### config.mk
export PLATFORM = sky130hd
export DESIGN_NAME = instr_encoder
export DESIGN_NICKNAME = d
export VERILOG_FILES = /design/src/rtl/instr_encoder.sv
export SDC_FILE = /design/constraint.sdc
export NUM_CORES = 1
export LEC_CHECK = 0
export BUFFER_PORTS_ARGS = -buffer_cell sky130_fd_sc_hd__buf_2
export CORE_MARGIN = 5
export CORE_UTILIZATION = 58
export CTS_CLUSTER_DIAMETER = 30
export DETAILED_ROUTE_END_ITERATION = 10
export PLACE_DENSITY = 0.79
export SYNTH_ARGS = -nofsm -noshare
export SYNTH_HDL_FRONTEND = slang
export SYNTH_SLANG_ARGS = --single-unit
### constraint.sdc
create_clock -name clk -period 3.4 [get_ports clk]
set_clock_uncertainty 0.2 [all_clocks]
set_input_delay 0.68 -clock clk [delete_from_list [all_inputs] [get_ports clk]]
set_output_delay 0.68 -clock clk [all_outputs]
set_load 0.005 [all_outputs]
### src/rtl/instr_encoder.sv
// instr_encoder: turns symbolic micro-op requests into 32-bit MIPS words and
// streams them out through a small FIFO. Each word carries its instruction
// address. The address starts at BASE_ADDR and advances by 4 for every legal word.
//
// Optional build macro: INSTR_ENCODER_BRANCH_ABS_EN
//   When it is defined, BEQ/BNE take in_imm as an absolute word address.
//   The encoder converts it to a PC-relative offset. An offset that does not
//   fit in 16 bits sets err_illegal, and the word is still pushed.
//   When it is not defined, in_imm is copied unchanged into every I-type word.
//
// Ports:
//   clk, rst_n           clock (rising edge), asynchronous active-low reset
//   clear                synchronous flush: FIFO, address counter and error
//   in_valid/in_ready    request handshake
//   in_op                mnemonic code (0..15 legal, 16..31 illegal)
//   in_rs/in_rt/in_rd    register fields
//   in_imm, in_target    immediate / branch operand, jump target
//   out_valid/out_ready  output handshake for the FIFO head
//   out_instr, out_addr  encoded word at the head and its address
//   err_illegal          sticky error flag
//   fill                 FIFO occupancy
module instr_encoder #(
  parameter int                ADDR_W     = 32,
  parameter logic [ADDR_W-1:0] BASE_ADDR  = '0,
  parameter int                FIFO_DEPTH = 4
) (
  input  logic                          clk,
  input  logic                          rst_n,
  input  logic                          clear,
  input  logic                          in_valid,
  output logic                          in_ready,
  input  logic [4:0]                    in_op,
  input  logic [4:0]                    in_rs,
  input  logic [4:0]                    in_rt,
  input  logic [4:0]                    in_rd,
  input  logic [15:0]                   in_imm,
  input  logic [25:0]                   in_target,
  output logic                          out_valid,
  input  logic                          out_ready,
  output logic [31:0]                   out_instr,
  output logic [ADDR_W-1:0]             out_addr,
  output logic                          err_illegal,
  output logic [$clog2(FIFO_DEPTH):0]   fill
);

  localparam int PW = $clog2(FIFO_DEPTH);
  localparam int CW = PW + 1;

  function automatic logic [31:0] encode(input logic [4:0]  op,
                                         input logic [4:0]  rs,
                                         input logic [4:0]  rt,
                                         input logic [4:0]  rd,
                                         input logic [15:0] imm,
                                         input logic [25:0] target);
    logic [31:0] w;
    w = '0;
    case (op)
      5'd0:  w = {6'b000000, rs, rt, rd, 5'b00000, 6'b100000};
      5'd1:  w = {6'b000000, rs, rt, rd, 5'b00000, 6'b100010};
      5'd2:  w = {6'b000000, rs, rt, rd, 5'b00000, 6'b100100};
      5'd3:  w = {6'b000000, rs, rt, rd, 5'b00000, 6'b100101};
      5'd4:  w = {6'b000000, rs, rt, rd, 5'b00000, 6'b100110};
      5'd5:  w = {6'b000000, rs, rt, rd, 5'b00000, 6'b101010};
      5'd6:  w = {6'b001000, rs, rt, imm};
      5'd7:  w = {6'b001100, rs, rt, imm};
      5'd8:  w = {6'b001101, rs, rt, imm};
      5'd9:  w = {6'b001110, rs, rt, imm};
      5'd10: w = {6'b001010, rs, rt, imm};
      5'd11: w = {6'b000100, rs, rt, imm};
      5'd12: w = {6'b000101, rs, rt, imm};
      5'd13: w = {6'b100011, rs, rt, imm};
      5'd14: w = {6'b101011, rs, rt, imm};
      5'd15: w = {6'b000010, target};
      default: w = '0;
    endcase
    return w;
  endfunction

  logic [31:0]       instr_mem [FIFO_DEPTH];
  logic [ADDR_W-1:0] addr_mem  [FIFO_DEPTH];
  logic [PW-1:0]     wr_ptr_p0, rd_ptr_p0;
  logic [CW-1:0]     fill_p0, fill_n;
  logic              vld_p0;
  logic [ADDR_W-1:0] addr_p0;
  logic              err_p0;

  logic        full, accept, legal, push, pop;
  logic [15:0] imm_eff;
  logic        br_oor;
  logic [31:0] word;

  assign full   = (fill_p0 == CW'(FIFO_DEPTH));
  // Reset is folded in so that no request is accepted while rst_n is low.
  assign in_ready = rst_n & ~full & ~clear;
  assign accept   = in_valid & in_ready;
  assign legal    = ~in_op[4];
  assign push     = accept & legal;
  assign pop      = vld_p0 & out_ready;

`ifdef INSTR_ENCODER_BRANCH_ABS_EN
  // The offset is relative to the address of the following word, in word units.
  // The extra headroom bits hold the exact difference so the range check is exact.
  localparam int OW = ((ADDR_W > 16) ? ADDR_W : 16) + 2;
  logic [ADDR_W-1:0]    next_addr;
  logic signed [OW-1:0] br_off;
  logic                 is_branch;
  assign next_addr = addr_p0 + ADDR_W'(4);
  assign br_off    = $signed(OW'(in_imm)) - $signed(OW'(next_addr >> 2));
  assign is_branch = (in_op == 5'd11) || (in_op == 5'd12);
  assign imm_eff   = is_branch ? br_off[15:0] : in_imm;
  assign br_oor    = is_branch &&
                     ((br_off > $signed(OW'(32767))) || (br_off < -$signed(OW'(32768))));
`else
  assign imm_eff = in_imm;
  assign br_oor  = 1'b0;
`endif

  assign word   = encode(in_op, in_rs, in_rt, in_rd, imm_eff, in_target);
  assign fill_n = fill_p0 + CW'(push) - CW'(pop);

  // Stage p0: FIFO control, address counter and error flag
  always_ff @(posedge clk or negedge rst_n) begin
    if (!rst_n) begin
      wr_ptr_p0 <= '0;
      rd_ptr_p0 <= '0;
      fill_p0   <= '0;
      vld_p0    <= 1'b0;
      addr_p0   <= BASE_ADDR;
      err_p0    <= 1'b0;
    end else if (clear) begin
      wr_ptr_p0 <= '0;
      rd_ptr_p0 <= '0;
      fill_p0   <= '0;
      vld_p0    <= 1'b0;
      addr_p0   <= BASE_ADDR;
      err_p0    <= 1'b0;
    end else begin
      if (push) begin
        wr_ptr_p0 <= wr_ptr_p0 + PW'(1);
        addr_p0   <= addr_p0 + ADDR_W'(4);
      end
      if (pop)
        rd_ptr_p0 <= rd_ptr_p0 + PW'(1);
      fill_p0 <= fill_n;
      vld_p0  <= (fill_n != '0);
      if ((accept && !legal) || (push && br_oor))
        err_p0 <= 1'b1;
    end
  end

  // Stage p0: FIFO storage, written only on a push
  always_ff @(posedge clk) begin
    if (push) begin
      instr_mem[wr_ptr_p0] <= word;
      addr_mem[wr_ptr_p0]  <= addr_p0;
    end
  end

  // While the FIFO is empty the outputs are forced to zero, so stale storage is never seen.
  assign out_valid   = vld_p0;
  assign out_instr   = vld_p0 ? instr_mem[rd_ptr_p0] : '0;
  assign out_addr    = vld_p0 ? addr_mem[rd_ptr_p0]  : '0;
  assign err_illegal = err_p0;
  assign fill        = fill_p0;

endmodule
==> reports/metrics.yaml <==
layout:
  final_layout_size_suffix_gt1_share_pct: 35.2
  area_growth_syn_to_layout_pct: 22.6
  antenna_cells: 0
  finalInstanceArea_um2: 14600
  nets: 929
  multi_input_area_um2: 3300
  regArea_um2: 8310
  final_core_util_pct: 72.2
  instances_no_fill: 1164
  num-fill-cells: 1241
sta:
  fin_crit_sh_pct: 92.8
  setup_violations: 0
  whs_ns: 0.0298
  worst_slack_ns: 0.245
  timing.fmax_mhz: 317
  tns_ns: 0
  maxSlewHeadroom_pct: 57.2
  hold_violations: 0
  worst_pin_slew_ns: 0.638
  slew_viol_final: 0
  period_needed_ns: 3.16
  rsz0062_at_grt: "false"
synthesis:
  synth_edf_count: 244
  ys_seq_elements: 283
  synth_top_area_cell: "edfxtp_1"
  seq_area_frac_synth_pct: 69.9
  muxShareOfSynthArea_pct: 12.1
  syn_inst: 693
  synth_compound_area_share_pct: 4.78
  yosysMostFrequentCell: "edfxtp_1"
  synth-adder-area-share_pct: 0.991
  netlist_area_um2: 11900
  synthTopCellsByArea: "edfxtp_1, mux4_2, dfrtp_1"
  synth.top_cells.by_count: "edfxtp_1, and2_1, mux4_2"
  yosys.area_share.simple_pct: 8.99
  yosysTopAreaCellShare_pct: 61.7
  synthXorXnorAreaFrac_pct: 0.738
  synth_ff_type: "edfxtp_1"
  yosysWarnings: 0
  synth_cell_types: 55
  synthArstFlopShare_pct: 13.8
  syn-mean-instance-area_um2: 17.1
  synth_top_family_by_area: "multiplexers"
run_status:
  status: "completed"
worst_hold_path:
  hold_class: "in -> async"
clocking:
  cts_root_buf: "clkbuf_16"
  path_clk_slew_ns: 0.05
  insertion_delay_ns: 0.53
  cts_setup_buffers: 0
  clockBufferDepth: 3
  clock_sinks: 283
  h-tree-depth: 2
  post_cts_resized: 0
  tritoncts: "built"
  numCtsBuffers: 48
  cts_hold_buffers: 0
worst_setup_path:
  worstPathRequired_ns: 2.52
  critPathSlowestCell: "dfrtp_4"
  cp-start-kind: "flip-flop"
  rrSetupSlack_ns: 0.53
  max_stage_delay_ns: 0.61
  crit_path_end_kind: "primary output"
  critPathMaxFanout: 23
  critical_path_arrival_ns: 2.28
  critical_path_class: "reg -> out"
  crit_chain: "buf_12 > mux4_2 > and2_1 > buf_2"
die:
  die_area_um2: 23400
  io_pins: 137
  row_count: 52
  fp.dieW_um: 153
  die_height_um: 153
  core_area_um2: 20200
  initial_core_util_pct: 58.9
placed_design:
  dp_hpwl_mm: 15.6
  port_buffers: 133
  pre_cts_ws_ns: 0.231
  dp_cells: 1073
  place_congestion: 0.830
  place_area_um2: 12900
pwr:
  leakagePower_nw: 5.53
  powerDensity_nw_per_um2: 690
  finalPower_mw: 10.0
  vdd.ir_drop.worst_mv: 0.545
drt:
  first_pass_iters: 5
  antenna_left: 0
  drt_wl_total_mm: 26.2
  vias_per_cell: 6.09
  drt_iter0_drc: 583
  drc_errors: 0
  wl_per_cell_um: 22.5
  vias: 7092
global_routing:
  grt_max_degree: 63
  grt_overflow: 0
  grt_usage_pct: 22.4
  grt_first_pass_wirelength_mm: 41.7
  first_global_vias: 7621
  grt_antenna_before_repair: 0
job:
  cap_violations: 0
## worst max-delay path, delay by kind of cell (launching register included)
family,cells,cell delay [ns]
AND/OR/NAND/NOR,1,0.19
buffers and inverters,2,0.39
multiplexers,1,0.53
flip-flops,1,0.61
## cells in the final DEF, fill, tap and decap left out, types with 7 or more instances in the layout
cell       count
a21oi_1       19
a22o_1        17
and2_1        64
and3_1         7
buf_2        133
buf_4         19
clkbuf_16     50
clkinv_2      10
dfrtp_1       36
edfxtp_1     244
ha_1           7
inv_1         16
mux4_2        61
nand2_1       23
nand3_1        9
nor2_1        20
o21ai_0       13
o31ai_1       12
or4_1         11
## flip-flops by register name (all words and copies together), names as in the netlist
signal       count
fill             3
instr_mem      124
err_illegal      1
addr_p0         30
addr_mem       120
rd_ptr_p0        2
out_valid        1
wr_ptr_p0        2
## cell type report
class | count | share of cell area [%]
Clock inverter | 36 | 2.77
Tap cell | 270 | 2.32
Timing Repair Buffer | 156 | 6.14
Sequential cell | 283 | 57.1
Clock buffer | 54 | 8.55
Multi-Input combinational cell | 348 | 22.7
Inverter | 17 | 0.438
## worst paths after layout
| path | end | cells past startpoint | from |
|---|---|---|---|
| max in group asynchronous | rd_ptr_p0[0] | 2 | rst_n |
| min | err_illegal | 2 | rst_n |
| max | out_instr[31] | 4 | rd_ptr_p0[0] |
| max reg2reg | out_valid | 11 | fill[1] |
| min reg2reg | err_illegal | 1 | err_illegal |
| min in group clk | err_illegal | 2 | in_valid |
## routing by layer
layer,part of all wire [%],up-vias,global-route usage [%],routed length (um)
met4,1.9,0,5.98,498
li1,-,3083,-,-
met3,7.3,53,4.95,1910
met2,52,346,38.4,13500
met1,39,3610,29.2,10300
met5,0,-,0,0
## report_power, final
group,internal (mW),total [mW],leakage [nW],switching [mW]
registers,3.83,3.89,2.94,0.0625
logic,0.708,1.36,1.78,0.650
clock network,3.12,4.79,0.803,1.67
total,7.66,10.0,5.53,2.38
## cell families after synthesis
logic type                 after synthesis
muxes                                   67
DFF                                    283
AOI/OAI and AO/OA                       80
other                                    1
adders and majority gates                9
xor gates and xnor gates                10
buffers and inverters                   64
and+or+nand+nor                        179
Note: power is estimated with default switching activity, not from simulation.
